### src/rtl/led_scan_pkg.sv
// rtl/led_scan_pkg.sv - shared constants and frame-layout helpers for led_scan_driver
package led_scan_pkg;

    localparam int DEF_NUM_DIGITS = 4;
    localparam int DEF_SEGS       = 7;
    localparam int DEF_LEDS       = 7;
    localparam int DEF_FIELD_W    = 8;
    localparam int DEF_BRIGHT_W   = 12;
    localparam int DEF_SCAN_DIV   = 1;

    // Field order inside one digit's three-field group, counted from the LSB
    localparam int RED   = 2;
    localparam int GRN   = 1;
    localparam int ANODE = 0;

    function automatic int frame_w(input int num_digits, input int field_w);
        return num_digits * 3 * field_w;
    endfunction

    function automatic int field_lsb(input int digit, input int field, input int field_w);
        return (digit * 3 + field) * field_w;
    endfunction

endpackage

### src/rtl/led_scan_driver_if.sv
// rtl/led_scan_driver_if.sv - MCU serial/latch/brightness pins of led_scan_driver
interface led_scan_driver_if;
    logic ser_clk;
    logic ser_data;
    logic latch;
    logic pwm_ld;

    modport master (output ser_clk, output ser_data, output latch, output pwm_ld);
    modport slave  (input  ser_clk, input  ser_data, input  latch, input  pwm_ld);
endinterface

### src/rtl/led_scan_sync_edge.sv
// rtl/led_scan_sync_edge.sv - 2-flop synchroniser with rising-edge pulse
module led_scan_sync_edge (
    input  logic clk,
    input  logic rst_n,
    input  logic async_i,
    output logic level_o,
    output logic rise_o
);
    logic meta_q, sync_q, prev_q;

    always_ff @(posedge clk or negedge rst_n) begin
        if (!rst_n) begin
            meta_q <= 1'b0;
            sync_q <= 1'b0;
            prev_q <= 1'b0;
        end else begin
            meta_q <= async_i;
            sync_q <= meta_q;
            prev_q <= sync_q;
        end
    end

    assign level_o = sync_q;
    assign rise_o  = sync_q & ~prev_q;
endmodule

### src/rtl/led_scan_driver.sv
// rtl/led_scan_driver.sv - serial-loaded multiplexed bi-colour LED digit driver; LED_SCAN_BLANK_EN adds anti-ghost blanking
module led_scan_driver
    import led_scan_pkg::*;
#(
    parameter int NUM_DIGITS = DEF_NUM_DIGITS,
    parameter int SEGS       = DEF_SEGS,
    parameter int LEDS       = DEF_LEDS,
    parameter int FIELD_W    = DEF_FIELD_W,
    parameter int BRIGHT_W   = DEF_BRIGHT_W,
    parameter int SCAN_DIV   = DEF_SCAN_DIV
) (
    input  logic                                 clk,
    input  logic                                 rst_n,
    led_scan_driver_if.slave                     mcu,
    output logic [NUM_DIGITS*(2*SEGS+LEDS)-1:0]  digit_o,
    output logic                                 heartbeat,
    output logic                                 frame_err
);
    localparam int FRAME_W = frame_w(NUM_DIGITS, FIELD_W);
    localparam int CNT_W   = $clog2(FRAME_W + 2);
    localparam int DIG_W   = 2 * SEGS + LEDS;
    localparam int PRE_W   = (SCAN_DIV > 1) ? $clog2(SCAN_DIV) : 1;

    logic sclk_rise, latch_rise, pwm_rise, sdata;
    logic sclk_level_unused, latch_level_unused, pwm_level_unused, sdata_rise_unused;

    led_scan_sync_edge u_sync_sclk  (.clk(clk), .rst_n(rst_n), .async_i(mcu.ser_clk),
                                     .level_o(sclk_level_unused),  .rise_o(sclk_rise));
    led_scan_sync_edge u_sync_sdata (.clk(clk), .rst_n(rst_n), .async_i(mcu.ser_data),
                                     .level_o(sdata),              .rise_o(sdata_rise_unused));
    led_scan_sync_edge u_sync_latch (.clk(clk), .rst_n(rst_n), .async_i(mcu.latch),
                                     .level_o(latch_level_unused), .rise_o(latch_rise));
    led_scan_sync_edge u_sync_pwm   (.clk(clk), .rst_n(rst_n), .async_i(mcu.pwm_ld),
                                     .level_o(pwm_level_unused),   .rise_o(pwm_rise));

    logic [FRAME_W-1:0]                    shift_q, shift_d;
    logic [CNT_W-1:0]                      cnt_q, cnt_d;
    logic [NUM_DIGITS-1:0][SEGS-1:0]       red_q, red_d, grn_q, grn_d;
    logic [NUM_DIGITS-1:0][LEDS-1:0]       anode_q, anode_d;
    logic [BRIGHT_W-1:0]                   bright_q, bright_d, pwm_q, pwm_d;
    logic                                  err_q, err_d;
    logic [PRE_W-1:0]                      presc_q, presc_d;
    logic [LEDS-1:0]                       led_q, led_d;
    logic [SEGS-1:0]                       seg_q, seg_d;
    logic [NUM_DIGITS*DIG_W-1:0]           digit_q, digit_d;
    logic                                  hb_q, oe, step, blank;

    // Shift happens before latch/pwm_ld so a coincident latch sees the updated count and data
    always_comb begin
        shift_d  = shift_q;
        cnt_d    = cnt_q;
        red_d    = red_q;
        grn_d    = grn_q;
        anode_d  = anode_q;
        bright_d = bright_q;
        err_d    = err_q;
        if (sclk_rise) begin
            shift_d = {shift_q[FRAME_W-2:0], sdata};
            if (cnt_q != CNT_W'(FRAME_W + 1))
                cnt_d = cnt_q + CNT_W'(1);
        end
        if (pwm_rise) begin
            bright_d = shift_d[BRIGHT_W-1:0];
            if (cnt_d == '0)
                err_d = 1'b0;
        end
        if (latch_rise) begin
            if (cnt_d == CNT_W'(FRAME_W)) begin
                for (int d = 0; d < NUM_DIGITS; d++) begin
                    red_d[d]   = shift_d[field_lsb(d, RED,   FIELD_W) +: SEGS];
                    grn_d[d]   = shift_d[field_lsb(d, GRN,   FIELD_W) +: SEGS];
                    anode_d[d] = shift_d[field_lsb(d, ANODE, FIELD_W) +: LEDS];
                end
            end else begin
                err_d = 1'b1;
            end
            cnt_d = '0;
        end
    end

    always_comb begin
        step    = (presc_q == PRE_W'(SCAN_DIV - 1));
        presc_d = step ? '0 : presc_q + PRE_W'(1);
        led_d   = led_q;
        seg_d   = seg_q;
        if (step) begin
            led_d = {led_q[LEDS-2:0], led_q[LEDS-1]};
            if (led_q[LEDS-1])
                seg_d = {seg_q[SEGS-2:0], seg_q[SEGS-1]};
        end
        pwm_d = pwm_q + BRIGHT_W'(1);
        oe    = (pwm_q < bright_q);
        digit_d = '0;
        for (int d = 0; d < NUM_DIGITS; d++)
            digit_d[d*DIG_W +: DIG_W] = {red_q[d] & seg_q, grn_q[d] & seg_q, anode_q[d] & led_q};
        if (!oe || blank)
            digit_d = '0;
    end

`ifdef LED_SCAN_BLANK_EN
    logic step_q;

    if (SCAN_DIV < 2) begin : g_div_check
        $error("LED_SCAN_BLANK_EN requires SCAN_DIV >= 2");
    end

    // Blank the first clock after each step so the old position never ghosts into the new one
    always_ff @(posedge clk or negedge rst_n) begin
        if (!rst_n) step_q <= 1'b0;
        else        step_q <= step;
    end
    assign blank = step_q;
`else
    assign blank = 1'b0;
`endif

    always_ff @(posedge clk or negedge rst_n) begin
        if (!rst_n) begin
            shift_q  <= '0;
            cnt_q    <= '0;
            red_q    <= '0;
            grn_q    <= '0;
            anode_q  <= '0;
            bright_q <= '0;
            err_q    <= 1'b0;
            presc_q  <= '0;
            led_q    <= LEDS'(1);
            seg_q    <= SEGS'(1);
            pwm_q    <= '0;
            digit_q  <= '0;
            hb_q     <= 1'b0;
        end else begin
            shift_q  <= shift_d;
            cnt_q    <= cnt_d;
            red_q    <= red_d;
            grn_q    <= grn_d;
            anode_q  <= anode_d;
            bright_q <= bright_d;
            err_q    <= err_d;
            presc_q  <= presc_d;
            led_q    <= led_d;
            seg_q    <= seg_d;
            pwm_q    <= pwm_d;
            digit_q  <= digit_d;
            hb_q     <= oe;
        end
    end

    assign digit_o   = digit_q;
    assign heartbeat = hb_q;
    assign frame_err = err_q;
endmodule

### src/flat_wrapper.sv
// flat-port wrapper written by rule: the top's interface ports become plain ports
module led_scan_driver_flat import led_scan_pkg::*;
#(
    parameter int NUM_DIGITS = DEF_NUM_DIGITS,
    parameter int SEGS       = DEF_SEGS,
    parameter int LEDS       = DEF_LEDS,
    parameter int FIELD_W    = DEF_FIELD_W,
    parameter int BRIGHT_W   = DEF_BRIGHT_W,
    parameter int SCAN_DIV   = DEF_SCAN_DIV
)
  (clk, rst_n, digit_o, heartbeat, frame_err, mcu_ser_clk, mcu_ser_data, mcu_latch, mcu_pwm_ld);
  led_scan_driver_if mcu_i ();
  input  logic clk;
  input  logic rst_n;
  output logic [NUM_DIGITS*(2*SEGS+LEDS)-1:0] digit_o;
  output logic heartbeat;
  output logic frame_err;
  input wire logic [$bits(mcu_i.ser_clk)-1:0] mcu_ser_clk;
  input wire logic [$bits(mcu_i.ser_data)-1:0] mcu_ser_data;
  input wire logic [$bits(mcu_i.latch)-1:0] mcu_latch;
  input wire logic [$bits(mcu_i.pwm_ld)-1:0] mcu_pwm_ld;
  assign mcu_i.ser_clk = mcu_ser_clk;
  assign mcu_i.ser_data = mcu_ser_data;
  assign mcu_i.latch = mcu_latch;
  assign mcu_i.pwm_ld = mcu_pwm_ld;
  led_scan_driver #(.NUM_DIGITS(NUM_DIGITS), .SEGS(SEGS), .LEDS(LEDS), .FIELD_W(FIELD_W), .BRIGHT_W(BRIGHT_W), .SCAN_DIV(SCAN_DIV)) u_core (.clk(clk), .rst_n(rst_n), .mcu(mcu_i), .digit_o(digit_o), .heartbeat(heartbeat), .frame_err(frame_err));
endmodule
### config.mk
export PLATFORM = sky130hd
export DESIGN_NAME = led_scan_driver_flat
export DESIGN_NICKNAME = d
export VERILOG_FILES = /design/src/rtl/led_scan_pkg.sv /design/src/rtl/led_scan_driver_if.sv /design/src/rtl/led_scan_sync_edge.sv /design/src/rtl/led_scan_driver.sv /design/src/flat_wrapper.sv
export SDC_FILE = /design/constraint.sdc
export NUM_CORES = 1
export LEC_CHECK = 0
export BUFFER_PORTS_ARGS = -buffer_cell sky130_fd_sc_hd__buf_2
export CORE_MARGIN = 4
export CORE_UTILIZATION = 45
export DETAILED_ROUTE_END_ITERATION = 10
export GPL_TIMING_DRIVEN = 0
export HOLD_SLACK_MARGIN = 0.02
export PLACE_DENSITY = 0.6
export SYNTH_ARGS = -nofsm -noshare
export SYNTH_HDL_FRONTEND = slang
export SYNTH_HIERARCHICAL = 1
export SYNTH_SLANG_ARGS = --single-unit
### constraint.sdc
create_clock -name clk -period 7.9 [get_ports clk]
set_clock_uncertainty 0.05 [all_clocks]
set_input_delay 1.975 -clock clk [delete_from_list [all_inputs] [get_ports clk]]
set_output_delay 1.975 -clock clk [all_outputs]
set_load 0.02 [all_outputs]
==> flow_metrics.tcl, run 1 <==
set metrics [dict create \
    totalPowerFinal_mw 3.92 \
    min_path_cells 0 \
    global_route.overflow_total 0 \
    floorplan.die.width_um 175 \
    end_kind "primary output" \
    worst_ir_drop_on_vdd_mv 0.148 \
    worstMarginPinSlew_ns 0.857 \
    critical-path-slowest-cell "dfrtp_1" \
    fmax_ghz 0.326 \
    layout.cells.most_common_list "319 x dfrtp_1, 127 x mux2_2, 93 x a21oi_1" \
    worst_ep_arrival_time_ns 1.05 \
    post-route-worst-setup-slack_ns 4.83 \
    clock_power_share 0.439 \
    timing_max_transition_violations_final 0 \
    criticalPathCategory "reg -> out" \
    drive_gt1_frac 0.341 \
    setup_total_negative_slack_ns 0 \
    nNetsFinal 1036 \
    critical_path.reg2reg.endpoint "u_core/shift_q[71]" \
    grt_start_max_net_pins 113 \
    cts_tree "built" \
    cap_violations 0 \
    floorplan.initialDensity 0.462 \
    antenna_cells 0 \
    finalCriticalPeriod_ns 3.07 \
    routed-via-count 7297 \
    wire_length_of_the_first_global_routing_pass_um 42700 \
    cpLargestDelayFamily "flip-flops" \
    die-area_sq_um 30600 \
    worstPathMaxFanout 2 \
    critical_path_buf_inv_count 1 \
    r2r_start "u_core/u_sync_sclk/prev_q" \
    synthesis.instances 886 \
    cts.repair.resized 0 \
    r2r_slack_ns 4.86 \
    syn2layout_area_growth_pct 17.7 \
    pin_count 92 \
    routed_wl_um 26400 \
    drc 0 \
    die_y_um 175 \
    final_cell_count_no_fill 1413 \
    wl_per_cell_um 18.7 \
    fin_area_sq_um 14800 \
    rsz_0062_raised_after_global_routing "no" \
    clock_sink_count 321 \
    endpoint_worst_hold "u_core/u_sync_latch/level_o" \
    clk_path_buf_depth 3 \
    netSwitchingPower_mw 1.00 \
    cts.root.buffer_cell "clkbuf_16" \
    worst-r2r-cell-count 6 \
    grt_antenna_before_repair 0 \
    grt_util_all_layers 0.176 \
    dp_worst_setup_slack_ns 4.18 \
    swShare 0.256 \
    layout.cells.most_common "dfrtp_1" \
    synth.net_count 906 \
    path_clk_slew_ns 0.06 \
    crit_path_cell_trace "buf_2" \
    type_of_the_tightest_min_delay_check "reg -> reg" \
    p_comb_frac 0.116 \
    detailedPlacementHpwl_um 17200 \
    standby_leakage_power_nw 7.59 \
    worst_path_required_ns 5.88 \
    rows 60 \
    gpl.final_weighted_congestion 0.806 \
    drc_marker_count_from_the_first_detailed_route_iteration 481 \
    placed_area_sq_um 13500 \
    detail-route-antenna-nets 0 \
    slew_headroom 0.428 \
    cts_buffers 35 \
    synth.avg_cell_area_sq_um 14.2 \
    post_route_fraction_of_the_period_consumed_by_the_critical_path 0.389 \
    clock_insertion_delay_worst_skew_ns 0.51 \
    crit_path_start_kind "flop" \
    yosys_warnings 6 \
    first_global_vias 7649 \
    max_stage_delay_ns 0.38 \
    hold_path.startpoint "u_core/u_sync_latch/meta_q" \
    io_buffer_count 91 \
    finalHoldViolations 0 \
    intPower_mw 2.91 \
    core_region_area_sq_um 27200 \
    drt_pass1_iterations 5 \
    pwr_density_cell_nw_per_um2 265 \
    synth_area_sq_um 12500 \
    post-cts-setup-buffers 0 \
    dp.cells 1351 \
    finalSetupViolations 0 \
    outcome "completed" \
    share_seq_of_total_power 0.445 \
    ctsHtreeMaxLevel 2 \
    drt-vias-per-instance 5.16 \
    cts_hold_buf 0 \
]
layout make-up:
cell class	instances	area [sq um]
Buffer	62	355
Clock buffer	48	995
Clock inverter	14	235
Fill cell	2330	12400
Inverter	18	67.6
Multi-Input combinational cell	485	4090
Sequential cell	321	8040
Tap cell	372	465
Timing Repair Buffer	93	520
how the worst max path moves through the flow:
stage               slack (ns)              from  depth (start not counted)                  to
global placement         -1.23             rst_n                          1  u_core/digit_o[57]
detailed placement        4.18             rst_n                          3  u_core/digit_o[57]
CTS                       4.72             rst_n                          3    u_core/red_q[15]
finish                    4.83  u_core/frame_err                          1           frame_err
global route              4.53             rst_n                          3    u_core/red_q[11]
floorplan                 5.34   u_core/cnt_q[1]                          9   u_core/anode_q[0]
sequential cells by signal, summed over array words and instances (netlist names), 7 cells and up:
signal / flops
u_core/cnt_q: 7
u_core/shift_q: 95
u_core/led_q: 7
u_core/pwm_q: 12
u_core/seg_q: 7
u_core/digit_o: 84
u_core/grn_q: 28
u_core/red_q: 28
u_core/bright_q: 12
u_core/anode_q: 28
power groups by stage:
stage          sequential (mW)  combinational, mW  clock (mW)
6_report                  1.74              0.455        1.72
5_1_grt                   1.75              0.507        1.84
4_1_cts                   1.74              0.455        1.77
3_5_place_dp              1.77              0.452           0
3_3_place_gp              1.77              0.440           0
2_1_floorplan             1.77              0.290           0
stage by stage:
step,utilization,hold WS [ns]
after floorplan,-,0.281
after global placement,0.496,0.282
after detailed placement,0.498,0.286
after CTS,0.543,0.295
after global routing,0.543,0.315
final,0.543,0.294
metal layers:
layer,global-route usage,share of wire,up-vias
li1,-,-,3380
met1,0.261,0.49,3716
met2,0.271,0.45,159
met3,0.0268,0.038,42
met4,0.0494,0.021,0
met5,0,0,-
Note: power is estimated with default switching activity, not from simulation.
==> run 2: changes to the inputs <==
Settings changed: ABC_AREA set to 1, PLACE_DENSITY 0.6 to 0.61.
Clock period 7.9 ns to 2.9 ns, I/O delays scaled along.
==> run 2 against run 1 <==
Synthesized cell count rose by 40%. Hold slack got worse by 0.091 ns. Sequential share of layout area rose by 1.6 points. Sequential cell count did not move. Register-to-register slack got worse by 4.4 ns. Sequential power rose to 2.7 times the previous value. Critical path depth rose by 6. Largest cell class unchanged.
==> flow_metrics.tcl, run 2 <==
set metrics [dict create \
    drc_marker_count_from_the_first_detailed_route_iteration 707 \
    cpLargestDelayFamily "buffers and inverters" \
    drt-vias-per-instance 5.06 \
    routed_wl_um 29300 \
    r2r_start "u_core/u_sync_sclk/prev_q" \
    largest_register_ffs 95 \
    cts_tree "built" \
    worst_ir_drop_on_vdd_mv 0.476 \
    synth.net_count 1264 \
    grt_antenna_before_repair 0 \
    final_core_utilization 0.535 \
    max_stage_delay_ns 0.52 \
    criticalPathCategory "reg -> reg" \
    layout.cells.most_common_list "408 x nand2_1, 319 x dfrtp_1, 108 x o21ai_0" \
    rows 60 \
    floorplan.die.width_um 173 \
    cts_buffers 35 \
    setup_total_negative_slack_ns 0 \
    placed_area_sq_um 13200 \
    synth_area_sq_um 12200 \
    clock_insertion_delay_worst_skew_ns 0.51 \
    synth.avg_cell_area_sq_um 9.82 \
    rsz_0062_raised_after_global_routing "no" \
    finalHoldViolations 0 \
    detailedPlacementHpwl_um 20300 \
    cts.root.buffer_cell "clkbuf_16" \
    nNetsFinal 1394 \
    r2r_slack_ns 0.43 \
    grt_start_max_net_pins 122 \
    drt_pass1_iterations 5 \
    end_kind "flop" \
    post-cts-setup-buffers 0 \
    worst_ep_arrival_time_ns 2.83 \
    wire_length_of_the_first_global_routing_pass_um 48400 \
    grtUsageMet1 0.278 \
    totalPowerFinal_mw 10.1 \
    grt_util_all_layers 0.200 \
    fin_area_sq_um 14300 \
    finalCriticalPeriod_ns 2.47 \
    fill_cells 2446 \
    worst-r2r-cell-count 7 \
    groute.layer.met2.usage 0.326 \
    timing_max_transition_violations_final 0 \
    path_clk_slew_ns 0.06 \
    pwr_density_cell_nw_per_um2 708 \
    crit_path_cell_trace "nor2_2 -> buf_4 -> buf_2 -> clkbuf_1 -> clkbuf_1 -> nand2_1 -> o21ai_0" \
    drc 0 \
    type_of_the_tightest_min_delay_check "in -> async" \
    timing.critical_path.mode_cell "clkbuf_1" \
    final_cell_count_no_fill 1740 \
    standby_leakage_power_nw 7.26 \
    critical-path-slowest-cell "clkbuf_1" \
    worstPathMaxFanout 10 \
    detail-route-antenna-nets 0 \
    cts.repair.resized 0 \
    gpl.final_weighted_congestion 0.842 \
    critical_path.reg2reg.endpoint "u_core/shift_q[23]" \
    dp.cells 1678 \
    drive_gt1_frac 0.137 \
    antenna_cells 0 \
    slew_headroom 0.427 \
    clk_path_buf_depth 3 \
    routed-via-count 8805 \
    pin_count 92 \
    syn2layout_area_growth_pct 17.4 \
    layout.cells.most_common "nand2_1" \
    clock_sink_count 321 \
    final.hold.worst_slack_ns 0.203 \
    io_buffer_count 91 \
    synthesis.instances 1244 \
    cap_violations 0 \
    outcome "completed" \
    core_region_area_sq_um 26800 \
    yosys_warnings 6 \
    largest_register "u_core/shift_q" \
    crit_path_start_kind "flop" \
    post_route_fraction_of_the_period_consumed_by_the_critical_path 0.852 \
    global_route.overflow_total 0 \
    grtUsageMet3 0.0352 \
    finalSetupViolations 0 \
    die_y_um 173 \
    post-route-worst-setup-slack_ns 0.428 \
    first_global_vias 8953 \
    worstMarginPinSlew_ns 0.850 \
    die-area_sq_um 29800 \
    worst_path_required_ns 3.26 \
    cts_hold_buf 0 \
    fmax_ghz 0.405 \
    ctsHtreeMaxLevel 2 \
    wl_per_cell_um 16.9 \
    floorplan.initialDensity 0.456 \
    grt-busiest-layer "met2" \
    dp_worst_setup_slack_ns 0.466 \
    critical_path_buf_inv_count 4 \
]
==> run 2: cell types whose count changed in the layout (fill, tap and decap cells not counted), sizes merged, moves of 76 or more <==
cell,change
nand2,+386
mux2,-186
nor2,+97
o21ai,+94
a21oi,-82
nand4,+76
==> run 2: where the power goes <==
group | switching [mW] | internal [mW] | total, mW
clock network | 1.75 | 2.70 | 4.44
logic | 0.890 | 0.196 | 1.09
registers | 0.0393 | 4.58 | 4.62
==> run 2: worst max path at each step <==
stage	from	endpoint	slack, ns	cells past startpoint
after CTS	u_core/pwm_q[9]	u_core/digit_o[42]	0.45	8
after global placement	rst_n	u_core/digit_o[23]	-4.97	1
final	u_core/u_sync_sclk/prev_q	u_core/shift_q[23]	0.43	7
after floorplan	u_core/pwm_q[11]	u_core/digit_o[34]	1.04	8
after global routing	u_core/u_sync_sclk/level_o	u_core/shift_q[23]	0.28	8
after detailed placement	u_core/pwm_q[11]	u_core/digit_o[42]	0.47	8
==> run 2: final cells by class <==
type,count,area [sq um],area share
Buffer,79,385,0.0269
Multi-Input combinational cell,767,3510,0.245
Tap cell,341,427,0.0298
Clock buffer,52,1050,0.0733
Inverter,77,289,0.0202
Clock inverter,10,121,0.00847
Timing Repair Buffer,93,520,0.0363
Sequential cell,321,8040,0.561
==> run 2: per-layer routing <==
metal	vias to the layer above	routed length (um)
met5	-	0
met4	0	835
met3	53	1600
met2	210	13800
met1	4298	13100
li1	4244	-
